==> src/rtl/lbp_engine.sv <==
// Local Binary Pattern engine: streams a grey image through a sliding 3x3 window
// and writes one 8-bit LBP code per pixel (optionally zeroing the border) in raster order.
module lbp_engine #(
  parameter int unsigned W_LOG2      = 7,
  parameter int unsigned H_LOG2      = 7,
  parameter int unsigned PIX_W       = 8,
  parameter int unsigned BORDER_ZERO = 1,
  parameter int unsigned CMP_GE      = 1
) (
  input  logic                     clk,
  input  logic                     reset,
  output logic [W_LOG2+H_LOG2-1:0] gray_addr,
  output logic                     gray_req,
  input  logic                     gray_ready,
  input  logic [PIX_W-1:0]         gray_data,
  output logic [W_LOG2+H_LOG2-1:0] lbp_addr,
  output logic                     lbp_valid,
  output logic [7:0]               lbp_data,
  output logic                     finish
);

  localparam int unsigned AW = W_LOG2 + H_LOG2;
  localparam logic [AW-1:0]     LAST  = '1;
  localparam logic [AW-1:0]     ROW   = AW'(1) << W_LOG2;
  localparam logic [AW-1:0]     FIRST = (BORDER_ZERO != 0) ? '0 : ROW + AW'(1);
  localparam logic [W_LOG2-1:0] X_MAX = '1;
  localparam logic [H_LOG2-1:0] Y_MAX = '1;

  typedef enum logic [2:0] {S_IDLE, S_FETCH, S_WRITE, S_BORDER, S_DONE} state_t;

  state_t           state_q, state_d;
  logic [AW-1:0]    cur_q, cur_d;
  logic [3:0]       rd_idx_q, rd_idx_d;
  logic [3:0]       need_q, need_d;
  logic             full_q, full_d;
  logic             pend_q, pend_d;
  logic [3:0]       pend_slot_q, pend_slot_d;
  logic [PIX_W-1:0] win_q [3][3];
  logic [PIX_W-1:0] win_d [3][3];
  logic [AW-1:0]    gray_addr_q, gray_addr_d;
  logic             gray_req_q, gray_req_d;
  logic [AW-1:0]    lbp_addr_q, lbp_addr_d;
  logic             lbp_valid_q, lbp_valid_d;
  logic [7:0]       lbp_data_q, lbp_data_d;
  logic             finish_q, finish_d;

  logic             do_enter;
  logic [AW-1:0]    tgt_addr, adv_addr;
  logic             tgt_done, adv_done;
  logic [3:0]       slot;
  logic [3:0]       rd_next;

  function automatic logic cmp(input logic [PIX_W-1:0] n, input logic [PIX_W-1:0] c);
    return (CMP_GE != 0) ? (n >= c) : (n > c);
  endfunction

  function automatic logic [7:0] lbp_code(input logic [PIX_W-1:0] w [3][3]);
    logic [PIX_W-1:0] c;
    c = w[1][1];
    return {cmp(w[2][2], c), cmp(w[1][2], c), cmp(w[0][2], c), cmp(w[2][1], c),
            cmp(w[0][1], c), cmp(w[2][0], c), cmp(w[1][0], c), cmp(w[0][0], c)};
  endfunction

  // Read index -> {col,row} of the window: full load walks columns top to bottom,
  // incremental load fills only the rightmost column.
  function automatic logic [3:0] slot_cr(input logic full, input logic [3:0] i);
    logic [1:0] col, row;
    if (full) begin
      col = (i >= 4'd6) ? 2'd2 : (i >= 4'd3) ? 2'd1 : 2'd0;
      row = 2'(i - 4'(col) * 4'd3);
    end else begin
      col = 2'd2;
      row = i[1:0];
    end
    return {col, row};
  endfunction

  function automatic logic [AW-1:0] rd_addr(input logic [AW-1:0] c, input logic full,
                                             input logic [3:0] i);
    logic [3:0] cr;
    cr = slot_cr(full, i);
    return c + (AW'(cr[1:0]) << W_LOG2) + AW'(cr[3:2]) - ROW - AW'(1);
  endfunction

  function automatic logic is_interior(input logic [AW-1:0] a);
    logic [W_LOG2-1:0] x;
    logic [H_LOG2-1:0] y;
    x = a[W_LOG2-1:0];
    y = a[AW-1:W_LOG2];
    return (x != '0) && (x != X_MAX) && (y != '0) && (y != Y_MAX);
  endfunction

  always_comb begin
    if (BORDER_ZERO != 0) begin
      adv_done = (cur_q == LAST);
      adv_addr = cur_q + AW'(1);
    end else if (cur_q[W_LOG2-1:0] == X_MAX - 1'b1) begin
      // last interior column: skip right border and left border of the next row
      adv_done = (cur_q[AW-1:W_LOG2] == Y_MAX - 1'b1);
      adv_addr = cur_q + AW'(3);
    end else begin
      adv_done = 1'b0;
      adv_addr = cur_q + AW'(1);
    end
  end

  always_comb begin
    state_d     = state_q;
    cur_d       = cur_q;
    rd_idx_d    = rd_idx_q;
    need_d      = need_q;
    full_d      = full_q;
    pend_d      = 1'b0;
    pend_slot_d = pend_slot_q;
    win_d       = win_q;
    gray_addr_d = gray_addr_q;
    gray_req_d  = gray_req_q;
    lbp_addr_d  = lbp_addr_q;
    lbp_valid_d = 1'b0;
    lbp_data_d  = lbp_data_q;
    finish_d    = finish_q;
    do_enter    = 1'b0;
    tgt_addr    = adv_addr;
    tgt_done    = adv_done;
    slot        = slot_cr(full_q, pend_slot_q);
    rd_next     = rd_idx_q + 4'd1;

    case (state_q)
      S_IDLE: begin
        do_enter = 1'b1;
        tgt_addr = FIRST;
        tgt_done = 1'b0;
      end
      S_FETCH: begin
        if (pend_q) begin
          win_d[slot[3:2]][slot[1:0]] = gray_data;
          if (pend_slot_q == need_q - 4'd1) begin
            state_d     = S_WRITE;
            lbp_valid_d = 1'b1;
            lbp_addr_d  = cur_q;
            lbp_data_d  = lbp_code(win_d);
          end
        end
        if (gray_req_q && gray_ready) begin
          pend_d      = 1'b1;
          pend_slot_d = rd_idx_q;
          rd_idx_d    = rd_next;
          if (rd_next < need_q) gray_addr_d = rd_addr(cur_q, full_q, rd_next);
          else                  gray_req_d  = 1'b0;
        end
      end
      S_WRITE, S_BORDER: do_enter = 1'b1;
      default: ;
    endcase

    if (do_enter) begin
      cur_d = tgt_addr;
      if (tgt_done) begin
        state_d    = S_DONE;
        finish_d   = 1'b1;
        gray_req_d = 1'b0;
      end else if (is_interior(tgt_addr)) begin
        state_d  = S_FETCH;
        full_d   = (tgt_addr[W_LOG2-1:0] == W_LOG2'(1));
        need_d   = full_d ? 4'd9 : 4'd3;
        rd_idx_d = '0;
        if (!full_d) begin
          win_d[0] = win_q[1];
          win_d[1] = win_q[2];
        end
        gray_req_d  = 1'b1;
        gray_addr_d = rd_addr(tgt_addr, full_d, 4'd0);
      end else begin
        state_d     = S_BORDER;
        lbp_valid_d = 1'b1;
        lbp_data_d  = '0;
        lbp_addr_d  = tgt_addr;
      end
    end
  end

  always_ff @(posedge clk or posedge reset) begin
    if (reset) begin
      state_q     <= S_IDLE;
      cur_q       <= '0;
      rd_idx_q    <= '0;
      need_q      <= '0;
      full_q      <= 1'b0;
      pend_q      <= 1'b0;
      pend_slot_q <= '0;
      for (int unsigned c = 0; c < 3; c++)
        for (int unsigned r = 0; r < 3; r++)
          win_q[c][r] <= '0;
      gray_addr_q <= '0;
      gray_req_q  <= 1'b0;
      lbp_addr_q  <= '0;
      lbp_valid_q <= 1'b0;
      lbp_data_q  <= '0;
      finish_q    <= 1'b0;
    end else begin
      state_q     <= state_d;
      cur_q       <= cur_d;
      rd_idx_q    <= rd_idx_d;
      need_q      <= need_d;
      full_q      <= full_d;
      pend_q      <= pend_d;
      pend_slot_q <= pend_slot_d;
      win_q       <= win_d;
      gray_addr_q <= gray_addr_d;
      gray_req_q  <= gray_req_d;
      lbp_addr_q  <= lbp_addr_d;
      lbp_valid_q <= lbp_valid_d;
      lbp_data_q  <= lbp_data_d;
      finish_q    <= finish_d;
    end
  end

  assign gray_addr = gray_addr_q;
  assign gray_req  = gray_req_q;
  assign lbp_addr  = lbp_addr_q;
  assign lbp_valid = lbp_valid_q;
  assign lbp_data  = lbp_data_q;
  assign finish    = finish_q;

endmodule

==> config.mk <==
export PLATFORM = sky130hd
export DESIGN_NAME = lbp_engine
export DESIGN_NICKNAME = d
export VERILOG_FILES = /design/src/rtl/lbp_engine.sv
export SDC_FILE = /design/constraint.sdc
export NUM_CORES = 1
export LEC_CHECK = 0
export CAP_MARGIN = 30
export CELL_PAD_IN_SITES_DETAIL_PLACEMENT = 0
export CELL_PAD_IN_SITES_GLOBAL_PLACEMENT = 1
export CORE_ASPECT_RATIO = 1.4
export CORE_MARGIN = 5
export CORE_UTILIZATION = 45
export DETAILED_ROUTE_END_ITERATION = 12
export GPL_ROUTABILITY_DRIVEN = 0
export MAX_ROUTING_LAYER = met4
export PLACE_DENSITY_LB_ADDON = 0.1
export SYNTH_ARGS = -nofsm -noshare
export SYNTH_HDL_FRONTEND = slang
export SYNTH_SLANG_ARGS = --single-unit
==> constraint.sdc <==
create_clock -name clk -period 6.36 [get_ports clk]
set_input_delay 1.272 -clock clk [delete_from_list [all_inputs] [get_ports clk]]
set_output_delay 1.272 -clock clk [all_outputs]
set_load 0.05 [all_outputs]
==> out/results.ini <==
[worst_setup_path]
cp-end-kind=register
worst_ep_required_time_ps=6670
critPathSlowestCell=nor4_1
worstRegToRegCells=19
reg2reg_to=gray_addr[13]
cp.arrival_ps=5460
r2r_slack_ps=1210
r2r-start=cur_q[3]
critPathMaxFanout=6
cpPeakStageDelay_ps=580
worst_setup_path_start_kind=register
cp_num_buf_inv=2
cp_cell_sequence=ha_1, and4_1, nor2_1, o21ai_0, ha_1, nand2_1, nor4_1, ha_1, inv_1, ha_1, inv_1, fa_1, o21ba_2, o22ai_1, o41ai_1, nor4b_1, nor4_1, o32ai_1, mux2i_1
criticalPathCategory=reg -> reg
path_delay_family=simple AND/OR/NAND/NOR gates
crit_top_cell=ha_1
worstSetupStartpoint=cur_q[3]

[sta]
whs_ps=479
fmax_ghz=0.194
finalCriticalPeriod_ps=5150
fin_setup_tns_ps=0
finalMaxSlewViolations=0
finalCritPeriodShare_pct=81.0
tightest_slew_ps=908
hold_viol=0
setup_viol=0
rsz0062_at_grt=false
clock_skew_ps=9.23
slew_headroom_pct=37.7

[global_routing]
grtUsageTotal_pct=22.9
grt_start_max_net_pins=67
grt_pass1_vias=8648
gr-total-overflow=0
grt_pass1_wl_microns=47000
antenna_found_initial=0

[synth]
seq_area_frac_synth_pct=33.1
ys_async_sr_fraction_pct=100
ys_ff_latch=140
synth_cell_types=67
yosys_warnings=0
syn_inst=1140
synth-edff-count=0
syn_area_per_cell_sq_um=9.27
synthesis.nets=1259
syn_area_sq_um=10600
synthFlopType=dfrtp_1

[clock_tree]
clk_path_buf_depth=2
numCtsBuffers=17
cts_setup_buffers=0
h-tree-depth=4
cts-resized-gates=0
root_buffer=clkbuf_16
cts_hold_buf=0
cts.clk_slew.worst_paths_ps=60
tritoncts=yes
clock_sinks=140
clock_latency_ps=430

[finish]
fillers=2231
seqCellArea_sq_um=3500
area_growth_pct=13.3
drive_above_1_share_pct=13.3
antenna_cells=0
multi_input_area_sq_um=6560
final_util_pct=51.6
nets=1297

[min_path]
hold_start=finish
hold_depth=1
hp-class=reg -> reg
hold_end=finish

[route]
routed-via-count=8263
drc=0
wl_per_cell_microns=19.2
ant_nets=0
first_iter_violations=414
totalWireLength_microns=28800
avgViaCountPerCell=5.52
dr.pass1.iters=5

[placed_design]
dp_hpwl_microns=21400
port_buffers=49

[power_and_ir_drop]
power_density_nw_per_um2=163
ir_drop_uv=198
power_leakage_nw=5.56

[floorplan]
dieArea_sq_um=26700
die_h_microns=191
coreArea_sq_um=23200
ioPinCount=50
num_rows=66
die_w_microns=140
start_util_pct=45.6

[run_status]
status=completed

[job]
max_cap_violations=0

cell usage after synthesis (all sizes together), types with 10 or more instances:
cell type / instances / area, sq um
nand3: 32 / 160
buf: 18 / 96.3
xor2: 11 / 96.3
xnor2: 23 / 201
nand2b: 10 / 62.6
ha: 106 / 1330
nand2: 135 / 507
o21ai: 92 / 460
mux2i: 91 / 911
a21o: 20 / 150
nand4: 11 / 68.8
and4: 10 / 87.6
inv: 81 / 304
mux2: 92 / 1040
dfrtp: 140 / 3500
a21oi: 52 / 260
nor3: 11 / 55.1
nor2: 58 / 218
clkbuf: 32 / 120
area by class of cell:
type / instances / area share (%)
Clock buffer: 24 / 4.10
Clock inverter: 7 / 0.731
Inverter: 81 / 2.58
Multi-Input combinational cell: 869 / 54.7
Sequential cell: 140 / 29.2
Tap cell: 306 / 3.20
Timing Repair Buffer: 69 / 5.41
state kept, by name (all words and copies together), names as in the netlist, 3 cells and up:
signal,cells
lbp_addr,14
win_q,72
pend_slot_q,4
cur_q,14
rd_idx_q,4
lbp_data,8
state_q,3
need_q,3
gray_addr,14
where the power goes:
| group | internal, mW | leakage (nW) | switching, mW |
|---|---|---|---|
| sequential | 0.895 | 1.70 | 0.00298 |
| combinational | 0.0165 | 3.58 | 0.0360 |
| clock | 0.614 | 0.286 | 0.385 |
cell families after synthesis:
group | Yosys count | share of synthesized area, %
buffers and inverters | 131 | 4.92
multiplexers | 183 | 18.4
AND/OR/NAND/NOR | 308 | 13.8
flip-flops | 140 | 33.1
XOR/XNOR | 34 | 2.82
AO/OA/AOI/OAI | 236 | 14.0
adder cells (fa/ha/maj) | 108 | 12.9
stage by stage:
| step | instances | area (sq um) | power, mW | setup slack, ps |
|---|---|---|---|---|
| 4_1_cts | 1495 | 12000 | 1.98 | 1200 |
| 3_3_place_gp | 1464 | 11400 | 0.968 | 1350 |
| 2_1_floorplan | 1140 | 10600 | 0.943 | 1340 |
| 6_report | 1496 | 12000 | 1.95 | 1210 |
| 3_5_place_dp | 1464 | 11400 | 0.969 | 1200 |
| 5_1_grt | 1496 | 12000 | 2.02 | 753 |
worst max path at each step:
stage / end / slack [ps] / cells after the start
2_1_floorplan: cur_q[0] / 1340 / 1
3_3_place_gp: gray_addr[13] / 1350 / 19
3_5_place_dp: gray_addr[13] / 1200 / 19
4_1_cts: gray_addr[13] / 1200 / 19
5_1_grt: gray_addr[13] / 750 / 19
6_report: gray_addr[13] / 1210 / 19
cell usage in the layout, fill, tap and decap left out, drive strengths merged, types with 11 or more instances in the layout:
master	instances
nor3	11
o21ai	92
nand2	135
clkbuf	24
a21o	20
xnor2	23
ha	106
buf	20
mux2i	91
clkdlybuf4s50	49
nand3	32
xor2	11
mux2	92
dfrtp	140
inv	81
nand4	11
nor2	58
a21oi	52
routing by layer:
metal	GRT usage, %	routed length [microns]	vias to the layer above
li1	-	-	4118
met1	25.5	11900	3981
met2	41.6	15400	113
met3	3.18	636	51
met4	8.61	892	0
met5	-	0	-
Power figures use the tool's default switching activity.
